<file path="src/rtl/l2_req_arb_pkg.sv">
// rtl/l2_req_arb_pkg.sv - shared memory request/response types and l2 arbiter defaults
package l2_req_arb_pkg;

    localparam int L2_MAX_OUTSTANDING_DEF = 4;
    localparam int L2_STARVE_LIMIT_DEF    = 8;

    typedef enum logic {
        L2_SRC_IC = 1'b0,
        L2_SRC_DC = 1'b1
    } t_l2_src;

    typedef struct packed {
        logic [31:0] addr;
        logic [3:0]  id;
        logic [1:0]  cmd;
    } t_mem_req_pkt;

    typedef struct packed {
        logic [3:0]  id;
        logic [31:0] data;
    } t_mem_rsp_pkt;

endpackage

</file>
<file path="src/rtl/l2_src_fifo.sv">
// rtl/l2_src_fifo.sv - in-order FIFO of request sources awaiting an l2 response
module l2_src_fifo
    import l2_req_arb_pkg::*;
#(
    parameter int  DEPTH = L2_MAX_OUTSTANDING_DEF,
    localparam int PW    = $clog2(DEPTH),
    localparam int CW    = PW + 1
) (
    input  logic          clk,
    input  logic          reset,
    input  logic          push,
    input  t_l2_src       push_src,
    input  logic          pop,
    output t_l2_src       head,
    output logic          empty,
    output logic [CW-1:0] cnt
);

    t_l2_src       mem [DEPTH];
    logic [PW-1:0] rd_ptr;
    logic [PW-1:0] wr_ptr;
    logic          full;
    logic          do_push;
    logic          do_pop;

    assign full    = (cnt == CW'(DEPTH));
    assign empty   = (cnt == '0);
    assign do_push = push && !full;
    assign do_pop  = pop && !empty;
    assign head    = mem[rd_ptr];

    // DEPTH is a power of two, so the pointers wrap naturally
    always_ff @(posedge clk) begin
        if (reset) begin
            rd_ptr <= '0;
            wr_ptr <= '0;
            cnt    <= '0;
        end else begin
            if (do_push) begin
                mem[wr_ptr] <= push_src;
                wr_ptr      <= wr_ptr + PW'(1);
            end
            if (do_pop) begin
                rd_ptr <= rd_ptr + PW'(1);
            end
            cnt <= cnt + CW'(do_push) - CW'(do_pop);
        end
    end

`ifdef ASSERT
    always_ff @(posedge clk) begin
        if (!reset) begin
            assert (!(push && full));
        end
    end
`endif

endmodule

</file>
<file path="src/rtl/l2_req_arb.sv">
// rtl/l2_req_arb.sv - round-robin IC/DC arbiter onto the l2 request port with response routing
module l2_req_arb
    import l2_req_arb_pkg::*;
#(
    parameter int MAX_OUTSTANDING = L2_MAX_OUTSTANDING_DEF,
    parameter int STARVE_LIMIT    = L2_STARVE_LIMIT_DEF
) (
    input  logic         clk,
    input  logic         reset,
    input  logic         ic_req_valid,
    input  t_mem_req_pkt ic_req_pkt,
    output logic         ic_req_ready,
    input  logic         dc_req_valid,
    input  t_mem_req_pkt dc_req_pkt,
    output logic         dc_req_ready,
    output logic         l2_req_valid,
    output t_mem_req_pkt l2_req_pkt,
    input  logic         l2_req_ready,
    input  logic         l2_rsp_valid,
    input  t_mem_rsp_pkt l2_rsp_pkt,
    output logic         ic_rsp_valid,
    output t_mem_rsp_pkt ic_rsp_pkt,
    output logic         dc_rsp_valid,
    output t_mem_rsp_pkt dc_rsp_pkt
);

    localparam int CW = $clog2(MAX_OUTSTANDING) + 1;
    localparam int SW = $clog2(STARVE_LIMIT + 1);
    localparam logic [SW-1:0] STARVE_MAX = SW'(STARVE_LIMIT);

    logic          slot_free;
    logic          can_grant;
    logic          ic_win;
    logic          dc_win;
    logic          grant;
    logic          rsp_pop;
    t_l2_src       rr_last;
    t_l2_src       win_src;
    t_l2_src       head;
    logic          empty;
    logic [CW-1:0] cnt;
    logic [SW-1:0] ic_starve;
    logic [SW-1:0] dc_starve;

    assign slot_free = !l2_req_valid || l2_req_ready;
    // a pop in this cycle is not counted: the tag slot frees only next cycle
    assign can_grant = !reset && slot_free && (cnt < CW'(MAX_OUTSTANDING));

    always_comb begin
        ic_win = 1'b0;
        dc_win = 1'b0;
        if (can_grant) begin
            if (ic_req_valid && dc_req_valid) begin
                if (dc_starve == STARVE_MAX) begin
                    dc_win = 1'b1;
                end else if (ic_starve == STARVE_MAX) begin
                    ic_win = 1'b1;
                end else if (rr_last == L2_SRC_IC) begin
                    dc_win = 1'b1;
                end else begin
                    ic_win = 1'b1;
                end
            end else begin
                ic_win = ic_req_valid;
                dc_win = dc_req_valid;
            end
        end
    end

    assign grant        = ic_win || dc_win;
    assign win_src      = dc_win ? L2_SRC_DC : L2_SRC_IC;
    assign ic_req_ready = ic_win;
    assign dc_req_ready = dc_win;

    always_ff @(posedge clk) begin
        if (reset) begin
            l2_req_valid <= 1'b0;
            l2_req_pkt   <= '0;
            rr_last      <= L2_SRC_IC;
        end else if (grant) begin
            l2_req_valid <= 1'b1;
            l2_req_pkt   <= dc_win ? dc_req_pkt : ic_req_pkt;
            rr_last      <= win_src;
        end else if (l2_req_ready) begin
            l2_req_valid <= 1'b0;
        end
    end

    always_ff @(posedge clk) begin
        if (reset || !ic_req_valid || ic_win) begin
            ic_starve <= '0;
        end else if (dc_win && ic_starve != STARVE_MAX) begin
            ic_starve <= ic_starve + SW'(1);
        end
        if (reset || !dc_req_valid || dc_win) begin
            dc_starve <= '0;
        end else if (ic_win && dc_starve != STARVE_MAX) begin
            dc_starve <= dc_starve + SW'(1);
        end
    end

    l2_src_fifo #(
        .DEPTH (MAX_OUTSTANDING)
    ) u_src_fifo (
        .clk      (clk),
        .reset    (reset),
        .push     (grant),
        .push_src (win_src),
        .pop      (rsp_pop),
        .head     (head),
        .empty    (empty),
        .cnt      (cnt)
    );

    // responses with no tag outstanding are dropped
    assign rsp_pop      = !reset && l2_rsp_valid && !empty;
    assign ic_rsp_valid = rsp_pop && (head == L2_SRC_IC);
    assign dc_rsp_valid = rsp_pop && (head == L2_SRC_DC);
    assign ic_rsp_pkt   = l2_rsp_pkt;
    assign dc_rsp_pkt   = l2_rsp_pkt;

`ifdef ASSERT
    logic         held_q;
    t_mem_req_pkt held_pkt_q;
    always_ff @(posedge clk) begin
        held_q     <= !reset && l2_req_valid && !l2_req_ready;
        held_pkt_q <= l2_req_pkt;
        if (!reset) begin
            assert (!(ic_req_ready && dc_req_ready));
            assert (!(l2_rsp_valid && empty));
            if (held_q) begin
                assert (l2_req_pkt == held_pkt_q);
            end
        end
    end
`endif

endmodule

</file>
<file path="config.mk">
export PLATFORM = sky130hd
export DESIGN_NAME = l2_req_arb
export DESIGN_NICKNAME = d
export VERILOG_FILES = /design/src/rtl/l2_req_arb_pkg.sv /design/src/rtl/l2_src_fifo.sv /design/src/rtl/l2_req_arb.sv
export SDC_FILE = /design/constraint.sdc
export NUM_CORES = 1
export LEC_CHECK = 0
export ABC_AREA = 0
export CAP_MARGIN = 20
export CORE_ASPECT_RATIO = 1.75
export CORE_MARGIN = 2
export CORE_UTILIZATION = 40
export CTS_CLUSTER_SIZE = 28
export DETAILED_ROUTE_END_ITERATION = 7
export PLACE_DENSITY = 0.88
export SKIP_LAST_GASP = 1
export SYNTH_ARGS = -nofsm -noshare
export SYNTH_HDL_FRONTEND = slang
export SYNTH_SLANG_ARGS = --single-unit
</file>
<file path="constraint.sdc">
create_clock -name clk -period 4 [get_ports clk]
set_input_delay 0.6 -clock clk [delete_from_list [all_inputs] [get_ports clk]]
set_output_delay 0.6 -clock clk [all_outputs]
set_load 0.1 [all_outputs]
</file>
Yosys cells after proc, flatten, opt, wreduce, memory -nomap -nowiden
Memories as Yosys holds them, arrays and structs flattened. A register that Yosys moved wholly into a read port is not among the register bits.
Index checks and enable logic that the tools add are counted.
Cells by class
  muxes and demuxes: 19
  add/subtract/negate cells: 6
  eq/ne operators: 5
  bitwise logic cells: 1
  order comparisons: 1
  reduce and logical (&&, ||, !) cells: 25
Operators by type and width (count)
  $mux W38: 1
  $mux W1: 16
  $logic_and A1 B1 Y1: 11
  $add A4 B1 Y4 const B: 2
  $eq A4 B4 Y1 const B: 2
  $ne A4 B4 Y1 const B: 2
  $logic_not A1 Y1: 6
  $logic_or A1 B1 Y1: 6
  $add A2 B1 Y2 const B: 2
  $mux W2: 2
  $add A3 B1 Y3: 1
  $eq A3 B3 Y1 const B: 1
  $logic_not A3 Y1: 1
  $lt A3 B3 Y1 const B: 1
  $sub A3 B1 Y3: 1
  $reduce_bool A2 Y1: 1
  $not A1 Y1: 1
Storage, ports and cells
  bits of input ports: 118
  register bits: 55
  output and inout port bits: 115
  RAM bits: 4
  memories kept: 1
  logic and storage cells: 68
Memory list
  u_src_fifo.mem: words 4, bits a word 1, rd ports 1, clocked after Yosys merged registers in 1, wr ports 1, RTL line l2_src_fifo.sv:19  | t_l2_src mem [DEPTH];

Longest topological paths before layout
Gate-level depths: netlist (run 1).
  depth in word-level cells: 10
  mapped depth: 11
  gate-level depth less buffers: 10

Modules after synthesis
Synthesis (run 1) repeated with hierarchy kept, for this count alone.
Unflattened totals
  cell total of the unflattened synthesis: 429
  area total of the unflattened synthesis: 3606.0 um^2
Modules (own cells, without submodules)
  l2_req_arb: area each 2994.1 um^2, cells each 375, sequential area each 960.9 um^2, times used 1
  l2_src_fifo: area each 611.8 um^2, cells each 54, sequential area each 300.3 um^2, times used 1

Worst setup path after synthesis (run 1)
No wires, ideal clock.
  path kind: flip-flop to output port
  start: register l2_req_valid
  end: output port ic_req_ready
  slack: 805 ps
  data required time: 3400 ps
  buffers on the path: 0
  arrival time: 2595 ps
  cell stages (with the launch flop): 4
  path through: dfxtp_1 -> nand2b_1 -> nand3b_1 -> a21oi_1
On the way
  longest elaborated chain between the ends: 5
Ends and longest elaborated chain
  start, declared: RTL line l2_req_arb.sv:16  | output logic l2_req_valid,
  start signal, assigned: RTL line l2_req_arb.sv:77  | l2_req_valid <= 1'b0;
  start signal, assigned: RTL line l2_req_arb.sv:81  | l2_req_valid <= 1'b1;
  start signal, assigned: RTL line l2_req_arb.sv:85  | l2_req_valid <= 1'b0;
  $logic_not A1 Y1: RTL line l2_req_arb.sv:45  | assign slot_free = !l2_req_valid || l2_req_ready;
  $logic_or A1 B1 Y1: RTL line l2_req_arb.sv:45
  $logic_and A1 B1 Y1 (2 in a row): RTL line l2_req_arb.sv:47  | assign can_grant = !reset && slot_free && (cnt < CW'(MAX_OUTSTANDING));
  $mux W1: RTL line l2_req_arb.sv:52  | if (can_grant) begin
  end, declared: RTL line l2_req_arb.sv:12  | output logic ic_req_ready,
No other way between the ends.

Final worst setup path (run 1)
  start: input port ic_req_valid
  end: output port ic_req_ready
On the way
  longest elaborated chain between the ends: 3
Ends and longest elaborated chain
  start, declared: RTL line l2_req_arb.sv:10  | input logic ic_req_valid,
  $logic_and A1 B1 Y1: RTL line l2_req_arb.sv:53  | if (ic_req_valid && dc_req_valid) begin
  $mux W1 *: RTL line l2_req_arb.sv:53
  $mux W1 *: RTL line l2_req_arb.sv:52
Every way passes the cells marked *; elsewhere a longest branch is shown, timed or not.

==> flow_summary.toml, run 1 <==
[clock_tree]
cts.path.max_buffers = 2
h-tree-depth = 3
clk_pin_slew_ns = 0.05
cts_buffers = 9
cts_setup_buffers = 0
cts_root_buffer = "clkbuf_16"
ctsResizeCount = 0
cts_sinks = 61
clk_latency_ns = 0.33
cts_tree = "yes"
cts_hold_buf = 0

[timing]
rsz0062_at_grt = "no"
fin_tns_setup_ns = 0
fin_skew_ns = 0.00510
finalHoldViolations = 0
timing_worst_slew_pin_value_ns = 1.03
fmax_mhz = 341
setup_viol = 0
fin_crit_sh_pct = 73.3
period_needed_ns = 2.93
drv_slew = 0
relSlewSlack_pct = 31.1

[critical_path]
start_kind = "input port"
path_class = "input port to primary output"
cp_cell_sequence = "clkdlybuf4s50_1, nor2b_1, nand3b_1, a21oi_1, buf_4"
end_kind = "primary output"
timing.rr.start = "u_src_fifo.cnt[2]"
cp_top_family = "buffers and inverters"
path_buf_inv = 2
cp_max_fo = 6
r2r_end = "u_src_fifo.cnt[2]"
slowest_stage = "clkdlybuf4s50_1"
startpoint = "ic_req_valid"
crit_required_ns = 3.40
crit_end = "ic_req_ready"
worst-r2r-setup-slack_ns = 1.58
r2r_cells = 10
worst-path-stages = 5
cpPeakStageDelay_ns = 0.61
crit_arrival_ns = 2.33

[finish]
drive_above_1_share_pct = 12.2
area_growth_pct = 28.7
register_area_um2 = 1260
fillerInstances = 829
diodes = 0
multi_input_area_um2 = 1730
layout.nets = 592
stdcell_count = 588

[synth]
mappedNetlistArea_um2 = 3750
syn_nets = 555
synth_seq_area_share_pct = 33.7
synth.distinct_cells = 38
synth_async_sr_flop_share_pct = 0
ys_ff_latch = 61
syn_inst = 426
ys.flop_type = "dfxtp_1"
ys_warn_count = 0
synth-edff-count = 4
synth_area_per_cell_um2 = 8.79

[pwr]
powerDensity_nw_per_um2 = 566
p_leak_uw = 0.00167
vdd_drop_max_v = 0.000225

[global_routing]
grt_pass1_wl_um = 17800
gr-usage-all-layers_pct = 22.5
grt_max_degree = 83
grt_overflow = 0
antenna_found_initial = 0
first_global_vias = 3370

[floorplanning]
core_um2 = 9090
die_w_um = 77.2
die_h_um = 132
io_pins = 233
start_util_pct = 41.2
dieArea_um2 = 10200
row_count = 46

[placed_design]
place_inst = 571
hpwl_um = 8470
port_buffers = 124
finalWeightedCongestion = 0.829

[detailed_routing]
detail-route-antenna-nets = 0
vias = 3305
drc = 0
routed_via_density = 5.62
routed_wirelength_um = 11500
dr.pass1.iters = 4
drt-initial-drc-count = 231
wl_per_cell_um = 19.6

[run_status]
status = "finished, final reports clean"

[hold_path]
hold_path_depth = 2
hold_class = "flop to flop"

[flow_run]
cap_violations = 0
## registers in the layout (all words and copies together) (netlist names), named ones only
name and count:
u_src_fifo.cnt 3, l2_req_valid 1, ic_starve 4, l2_req_pkt 38, dc_starve 4, u_src_fifo.rd_ptr 2
u_src_fifo.mem 4, rr_last 1, u_src_fifo.wr_ptr 2
## Yosys cell counts (2+ instances only)
cell type  count  area, um2
ha_1          10        125
a21oi_1       12       60.1
inv_1         11       41.3
a311oi_1      10       87.6
and2_1         7       43.8
a21o_1         2       15.0
buf_4         74        556
nand3_1       46        230
o21ai_0       43        215
edfxtp_1       4        120
buf_6          5       56.3
clkbuf_1      18       67.6
buf_2          7       35.0
nor2_1        46        173
nor2b_1        6       37.5
nand3b_1       3       22.5
and3_1         2       12.5
xnor2_1        4       35.0
a311oi_2      28        420
o31ai_1        5       37.5
nand2_1        6       22.5
and3b_1        2       17.5
dfxtp_1       57       1140
or4_1          4       30.0
## worst register-to-register path: cells and delay by family (launching register included)
family	cells	cell delay, ns
xor+xnor	2	0.30
fa+ha+maj	3	0.82
buf+inv	2	0.10
flops	1	0.45
simple gates	3	0.60
## cells by family (layout without fill, tap and decap cells)
kind of cell | Yosys count | count (layout) | share of synthesized area [%]
xor+xnor | 5 | 5 | 1.17
compound gates | 102 | 102 | 22.9
flops | 61 | 61 | 33.7
buf+inv | 116 | 158 | 20.3
simple gates | 130 | 130 | 17.5
fa+ha+maj | 11 | 11 | 3.87
mux | 1 | 1 | 0.601
## layout make-up
cell class	count	share of cell area, %
clock buffers	13	5.40
clock inverters	3	1.40
inverters	12	0.934
flip-flops and latches	61	26.2
multi-input cells	249	36.0
repair buffers	130	27.0
well taps	120	3.11
## power breakdown
| part | switching (uW) | internal, uW |
|---|---|---|
| Sequential | 57.9 | 706 |
| Clock | 267 | 579 |
| Combinational | 780 | 337 |
| Total | 1110 | 1620 |
## per-layer routing
metal  GRT usage [%]  up-vias  wire, um
met1            19.4     1547      3540
met2            42.2      166      6250
met4            15.5        0       774
met5               0        -         0
met3            7.26       72       977
li1                -     1520         -
## layout by cell type, fill, tap and decap left out, drive strengths merged, types with 7 or more instances in the layout
cell type      instances
clkbuf                13
ha                    10
buf                   11
and2                   7
inv                   12
dfxtp                 57
a21oi                 12
clkdlybuf4s50        119
nor2                  46
o21ai                 43
a311oi                38
nand3                 46
## through the flow
stage | hold slack (ns) | utilization, % | cell area (um2) | power (uW) | worst slack (ns)
after CTS | 0.497 | 52.7 | 4790 | 2740 | 1.04
after floorplan | 0.461 | - | 3750 | 1950 | 0.805
final | 0.498 | 53.0 | 4820 | 2730 | 1.07
after global routing | 0.517 | 53.0 | 4820 | 2850 | 0.896
after global placement | 0.474 | 49.1 | 4470 | 1860 | 1.01
after detailed placement | 0.489 | 49.1 | 4470 | 1890 | 0.952
## worst min-delay path by stage
stage / from / slack, ns / to
after global routing: l2_req_pkt[34] / 0.52 / l2_req_pkt[34]
after detailed placement: u_src_fifo.wr_ptr[1] / 0.49 / u_src_fifo.wr_ptr[1]
after global placement: ic_starve[3] / 0.47 / ic_starve[3]
after floorplan: dc_starve[3] / 0.46 / dc_starve[3]
final: u_src_fifo.wr_ptr[1] / 0.50 / u_src_fifo.wr_ptr[1]
after CTS: u_src_fifo.wr_ptr[1] / 0.50 / u_src_fifo.wr_ptr[1]
Note: power is estimated with default switching activity, not from simulation.
==> run 2: changes to the inputs <==
Settings changed: CORE_UTILIZATION 40 to 38, PLACE_DENSITY 0.88 to 0.85.
Clock period 4 ns to 2.7 ns, I/O delays scaled along.
==> run 2 against run 1 <==
Clock power grew 29%. Sequential power grew 48%. Sequential cell count is the same. Clock skew grew 0.00067 ns. Register-to-register slack lost 1.2 ns. First-iteration DRC count shrank 29%. Clock-buffer cell count shrank 3. Largest power group unchanged.
==> flow_summary.toml, run 2 (synthesis results as in run 1) <==
[run_status]
status = "finished, final reports clean"

[critical_path]
crit_required_ns = 2.30
worst-r2r-setup-slack_ns = 0.38
start_kind = "input port"
path_class = "input port to primary output"
timing.rr.start = "u_src_fifo.cnt[2]"
startpoint = "ic_req_valid"
end_kind = "primary output"
crit_end = "ic_req_ready"
crit_arrival_ns = 1.96
cp_max_fo = 5
cp_cell_sequence = "clkdlybuf4s50_1, buf_4, nor2b_1, nand3b_1, a21oi_2, buf_12"
r2r_end = "u_src_fifo.cnt[2]"
slowest_stage = "clkdlybuf4s50_1"
r2r_cells = 10
cpPeakStageDelay_ns = 0.50

[detailed_routing]
routed_via_density = 5.43
met3_length_um = 2040
routed_wirelength_um = 12000
drc = 0
wl_per_cell_um = 20.0
detail-route-antenna-nets = 0
vias = 3264
met1_length_um = 3690
top_layer = "met4"
drt-initial-drc-count = 164
dr.pass1.iters = 4
wl_met2_um = 5770

[clock_tree]
cts_sinks = 61
clk_latency_ns = 0.32
cts_root_buffer = "clkbuf_16"
cts.path.max_buffers = 2
clk_pin_slew_ns = 0.05
h-tree-depth = 3
cts_tree = "yes"
ctsResizeCount = 0
cts_buffers = 9

[timing]
setup_viol = 0
rsz0062_at_grt = "no"
period_needed_ns = 2.36
relSlewSlack_pct = 57.8
fin_crit_sh_pct = 87.5
fmax_mhz = 423
finalHoldViolations = 0
fin_tns_setup_ns = 0
timing_worst_slew_pin_value_ns = 0.628
fin_skew_ns = 0.00577
drv_slew = 0

[floorplanning]
row_count = 48
core_um2 = 9730
die_w_um = 79.1
start_util_pct = 38.5
die_h_um = 135
dieArea_um2 = 10700
io_pins = 233

[finish]
drive_above_1_share_pct = 21.8
layout.nets = 600
largest_register_ffs = 38
fillerInstances = 965
area_growth_pct = 27.6
most-common-layout-cells = "clkdlybuf4s50_1, dfxtp_1, buf_4"
diodes = 0
final_common_cell = "clkdlybuf4s50_1"
top_register = "l2_req_pkt"

[global_routing]
antenna_found_initial = 0
gr-usage-all-layers_pct = 22.1
grt_overflow = 0
grt_pass1_wl_um = 17600
grt_max_degree = 83
first_global_vias = 3262

[pwr]
powerDensity_nw_per_um2 = 815
p_seq_share_pct = 29.1
internal-power_uw = 2250
p_leak_uw = 0.00175
netSwitchingPower_uw = 1650
finalPower_uw = 3890
clkPwrFrac_pct = 28.1
vdd_drop_max_v = 0.000406
switching_share_pct = 42.3
pwr-share-comb_pct = 42.8

[placed_design]
finalWeightedCongestion = 0.859
hpwl_um = 9410
port_buffers = 124

[hold_path]
hold_class = "input port to flop"

[flow_run]
cap_violations = 0
## run 2: cell count changes in the layout (fill, tap and decap cells not counted), sizes merged
cell,change
buf,+47
bufinv,-1
clkbuf,-3
clkdlybuf4s50,-39
clkinv,+4
## run 2: how the worst min path moves through the flow
stage,start,endpoint,slack [ns],cells after the start
2_1_floorplan,dc_starve[3],dc_starve[3],0.46,2
3_3_place_gp,ic_starve[3],ic_starve[3],0.47,2
3_5_place_dp,ic_starve[2],ic_starve[2],0.49,2
4_1_cts,reset,u_src_fifo.cnt[2],0.39,2
5_1_grt,reset,u_src_fifo.cnt[2],0.41,2
6_report,reset,u_src_fifo.rd_ptr[0],0.41,2
## run 2: power groups by stage
stage / registers [uW] / logic, uW / clock network (uW)
2_1_floorplan: 1780 / 1100 / 0
3_3_place_gp: 1150 / 1630 / 0
3_5_place_dp: 1150 / 1670 / 0
4_1_cts: 1130 / 1670 / 1120
5_1_grt: 1150 / 1760 / 1150
6_report: 1130 / 1670 / 1090
## run 2: layout make-up
type | instances | area (um2) | share of cell area [%]
Tap cell | 125 | 156 | 3.27
Clock inverter | 6 | 53.8 | 1.13
Inverter | 12 | 45.0 | 0.942
Multi-Input combinational cell | 249 | 1740 | 36.4
Sequential cell | 61 | 1260 | 26.4
Timing Repair Buffer | 138 | 1300 | 27.1
Clock buffer | 10 | 229 | 4.79
## run 2: what timing repair did
action,4_1_cts,5_1_grt
buffers inserted,1,0
setup endpoints to repair,1,0
hold buffers,0,0
## run 2: critical path: cells and delay by family
family / cells / cell delay, ns
compound gates: 1 / 0.23
simple gates: 2 / 0.47
buf+inv: 3 / 0.85
## run 2: through the flow
| step | utilization, % | std cells | instance area [um2] | hold WS [ns] | setup slack, ns |
|---|---|---|---|---|---|
| 2_1_floorplan | - | 426 | 3750 | 0.461 | 0.0112 |
| 3_3_place_gp | 46.2 | 584 | 4490 | 0.471 | 0.146 |
| 3_5_place_dp | 46.2 | 584 | 4490 | 0.493 | 0.0913 |
| 4_1_cts | 49.1 | 601 | 4780 | 0.391 | 0.343 |
| 5_1_grt | 49.1 | 601 | 4780 | 0.407 | 0.198 |
| 6_report | 49.1 | 601 | 4780 | 0.406 | 0.337 |
## run 2: metal layers
metal / GRT usage [%] / up-vias
li1: - / 1533
met1: 18.9 / 1497
met2: 36.4 / 175
met3: 16.5 / 59
met4: 12.6 / 0
met5: 0 / -
==> edit, RTL diff (flow settings as in run 2) <==
The package constant `L2_STARVE_LIMIT_DEF` goes from 8 to 4.
--- a/src/rtl/l2_req_arb_pkg.sv
+++ b/src/rtl/l2_req_arb_pkg.sv
@@ -2,7 +2,7 @@
 package l2_req_arb_pkg;
 
     localparam int L2_MAX_OUTSTANDING_DEF = 4;
-    localparam int L2_STARVE_LIMIT_DEF    = 8;
+    localparam int L2_STARVE_LIMIT_DEF    = 4;
 
     typedef enum logic {
         L2_SRC_IC = 1'b0,
Check against the original RTL: no difference found for any inputs over 10 cycles, from zero or initial values and one cycle with reset high; that may be too few to reach the edited logic, so the function may still have changed.
==> edit against run 2 <==
Routed wire length fell by 30%. Setup slack got worse by 42 ps. Area after synthesis fell by 12%. Total power rose by 8.6%. Die area fell by 11%. Critical path type is now flop to output pin. Via count fell by 20%. Largest power group unchanged. Sequential cell count fell by 2. Critical endpoint is now dc_req_ready. Final area fell by 8.6%. Largest cell class unchanged. Synthesized cell count fell by 15%.
==> edit: results (changes against run 2) <==
| Metric | Value |
|---|---|
| Status | `finished clean (unchanged)` |
| Finished Cell Area | `4370 µm² (was 4780 µm²)` |
| Slowest CP cell | `dfxtp_1 (was clkdlybuf4s50_1)` |
| Adder-cell share of the synthesized area | `0.0439 (was 0.0387)` |
| Met2 WL | `4280 µm (was 5770 µm)` |
| Max stage delay on crit path | `360 ps (was 500 ps)` |
| Proportion of netlist area held by the largest area contributor | `0.333 (was 0.305)` |
| Fin nets | `541 (was 600)` |
| Via-to-Cell Ratio | `4.86 (was 5.43)` |
| Number of post-CTS setup repair buffers | `0 (was 1)` |
| Hold Path Origin | `reset (unchanged)` |
| Seq/Total Area, Yosys | `0.369 (was 0.337)` |
| Cell Count, Final, Fillers Out | `534 (was 601)` |
| Hold slack | `401 ps (was 406 ps)` |
| Proportion of layout cells with a drive suffix above 1 | `0.242 (was 0.218)` |
| GR Layer Usage met2 | `0.307 (was 0.364)` |
| Tot GR Track Use | `0.178 (was 0.221)` |
| Top post-synthesis cells by count | `74 x buf_4, 55 x dfxtp_1, 53 x inv_1 (was 74 x buf_4, 57 x dfxtp_1, 46 x nand3_1, 46 x nor2_1, 43 x o21ai_0)` |
| Post-Synth XOR/XNOR Area | `0.0106 (was 0.0117)` |
| Post-synth net total | `491 (was 555)` |
| CP max FO | `6 (was 5)` |
| Post_cts resized | `0 (unchanged)` |
| Combinational share of power | `0.425 (was 0.428)` |
| RD Place Congestion | `0.793 (was 0.859)` |
| First-pass GRT wire length | `12,600 µm (was 17,600 µm)` |
| Clock Skews | `6.26 ps (was 5.77 ps)` |
| NetSw | `1.74 mW (was 1.65 mW)` |
| Top delay family on crit path | `compound AO/OA/AOI/OAI gates (was buffers and inverters)` |
| Vias in the first global route | `2,690 (was 3,262)` |
| Routed met3 length | `567 µm (was 2040 µm)` |
| Clock transition at path regs | `50 ps (about the same)` |
| Hold Crit Endpoint | `u_src_fifo.cnt[1] (was u_src_fifo.rd_ptr[0])` |
| Placed Cells | `518 (was 584)` |
| Worst EP arrival | `2000 ps (was 1960 ps)` |
| M1 WL | `2830 µm (was 3690 µm)` |
| Max IR drop VDD | `0.000492 V (was 0.000406 V)` |
| Distinct cells, synth | `41 (was 38)` |
| Starting DRT DRC Count | `111 (was 164)` |
| M1 GR Usage | `0.157 (was 0.189)` |
| Post-place setup slack | `156 ps (was 91.3 ps)` |
| Fillcell total | `810 (was 965)` |
| Initial antenna violation count | `0 (unchanged)` |
| Sequential Power Share | `0.271 (was 0.291)` |
| Compound-Gate Fraction of Synth Area | `0.233 (was 0.229)` |
| Multiplexer area fraction after synthesis | `0.0129 (was 0.00601)` |
| Pin count of the biggest net entering global routing | `39 (was 83)` |
| Post-synthesis instance total | `362 (was 426)` |
| GR Util met3 | `0.0300 (was 0.165)` |
| Slew HR | `0.704 (was 0.578)` |
| Leak pwr | `1.82 nW (was 1.75 nW)` |
| Post-DR wirelength/cell | `15.7 µm (was 20.0 µm)` |
| HPWL after DPL | `6150 µm (was 9410 µm)` |
| Placed cell areas | `4020 µm² (was 4490 µm²)` |
edit: cell types whose count changed after synthesis, moves of 12 or more:
cell,change
a311oi_2,-27
o221a_2,+26
inv_1,+42
a21oi_1,+34
o221a_1,+12
nand3_1,-42
o21ai_0,-35
clkbuf_1,-12
nor2_1,-35
edit: how the worst max path moves through the flow:
stage	slack, ps	depth (start not counted)	end	startpoint
floorplan	20	6	ic_req_ready	l2_req_valid
global placement	280	10	u_src_fifo.cnt[2]	l2_rsp_valid
detailed placement	160	10	u_src_fifo.cnt[2]	l2_rsp_valid
CTS	270	7	dc_req_ready	ic_starve[0]
global route	140	7	dc_req_ready	ic_starve[0]
finish	300	7	dc_req_ready	ic_starve[0]
edit: layout make-up:
cell class | count | share of cell area
Multi-Input combinational cell | 159 | 0.282
Timing Repair Buffer | 130 | 0.280
Sequential cell | 59 | 0.279
Clock buffer | 13 | 0.0641
Inverter | 53 | 0.0455
Tap cell | 117 | 0.0335
Clock inverter | 3 | 0.0155
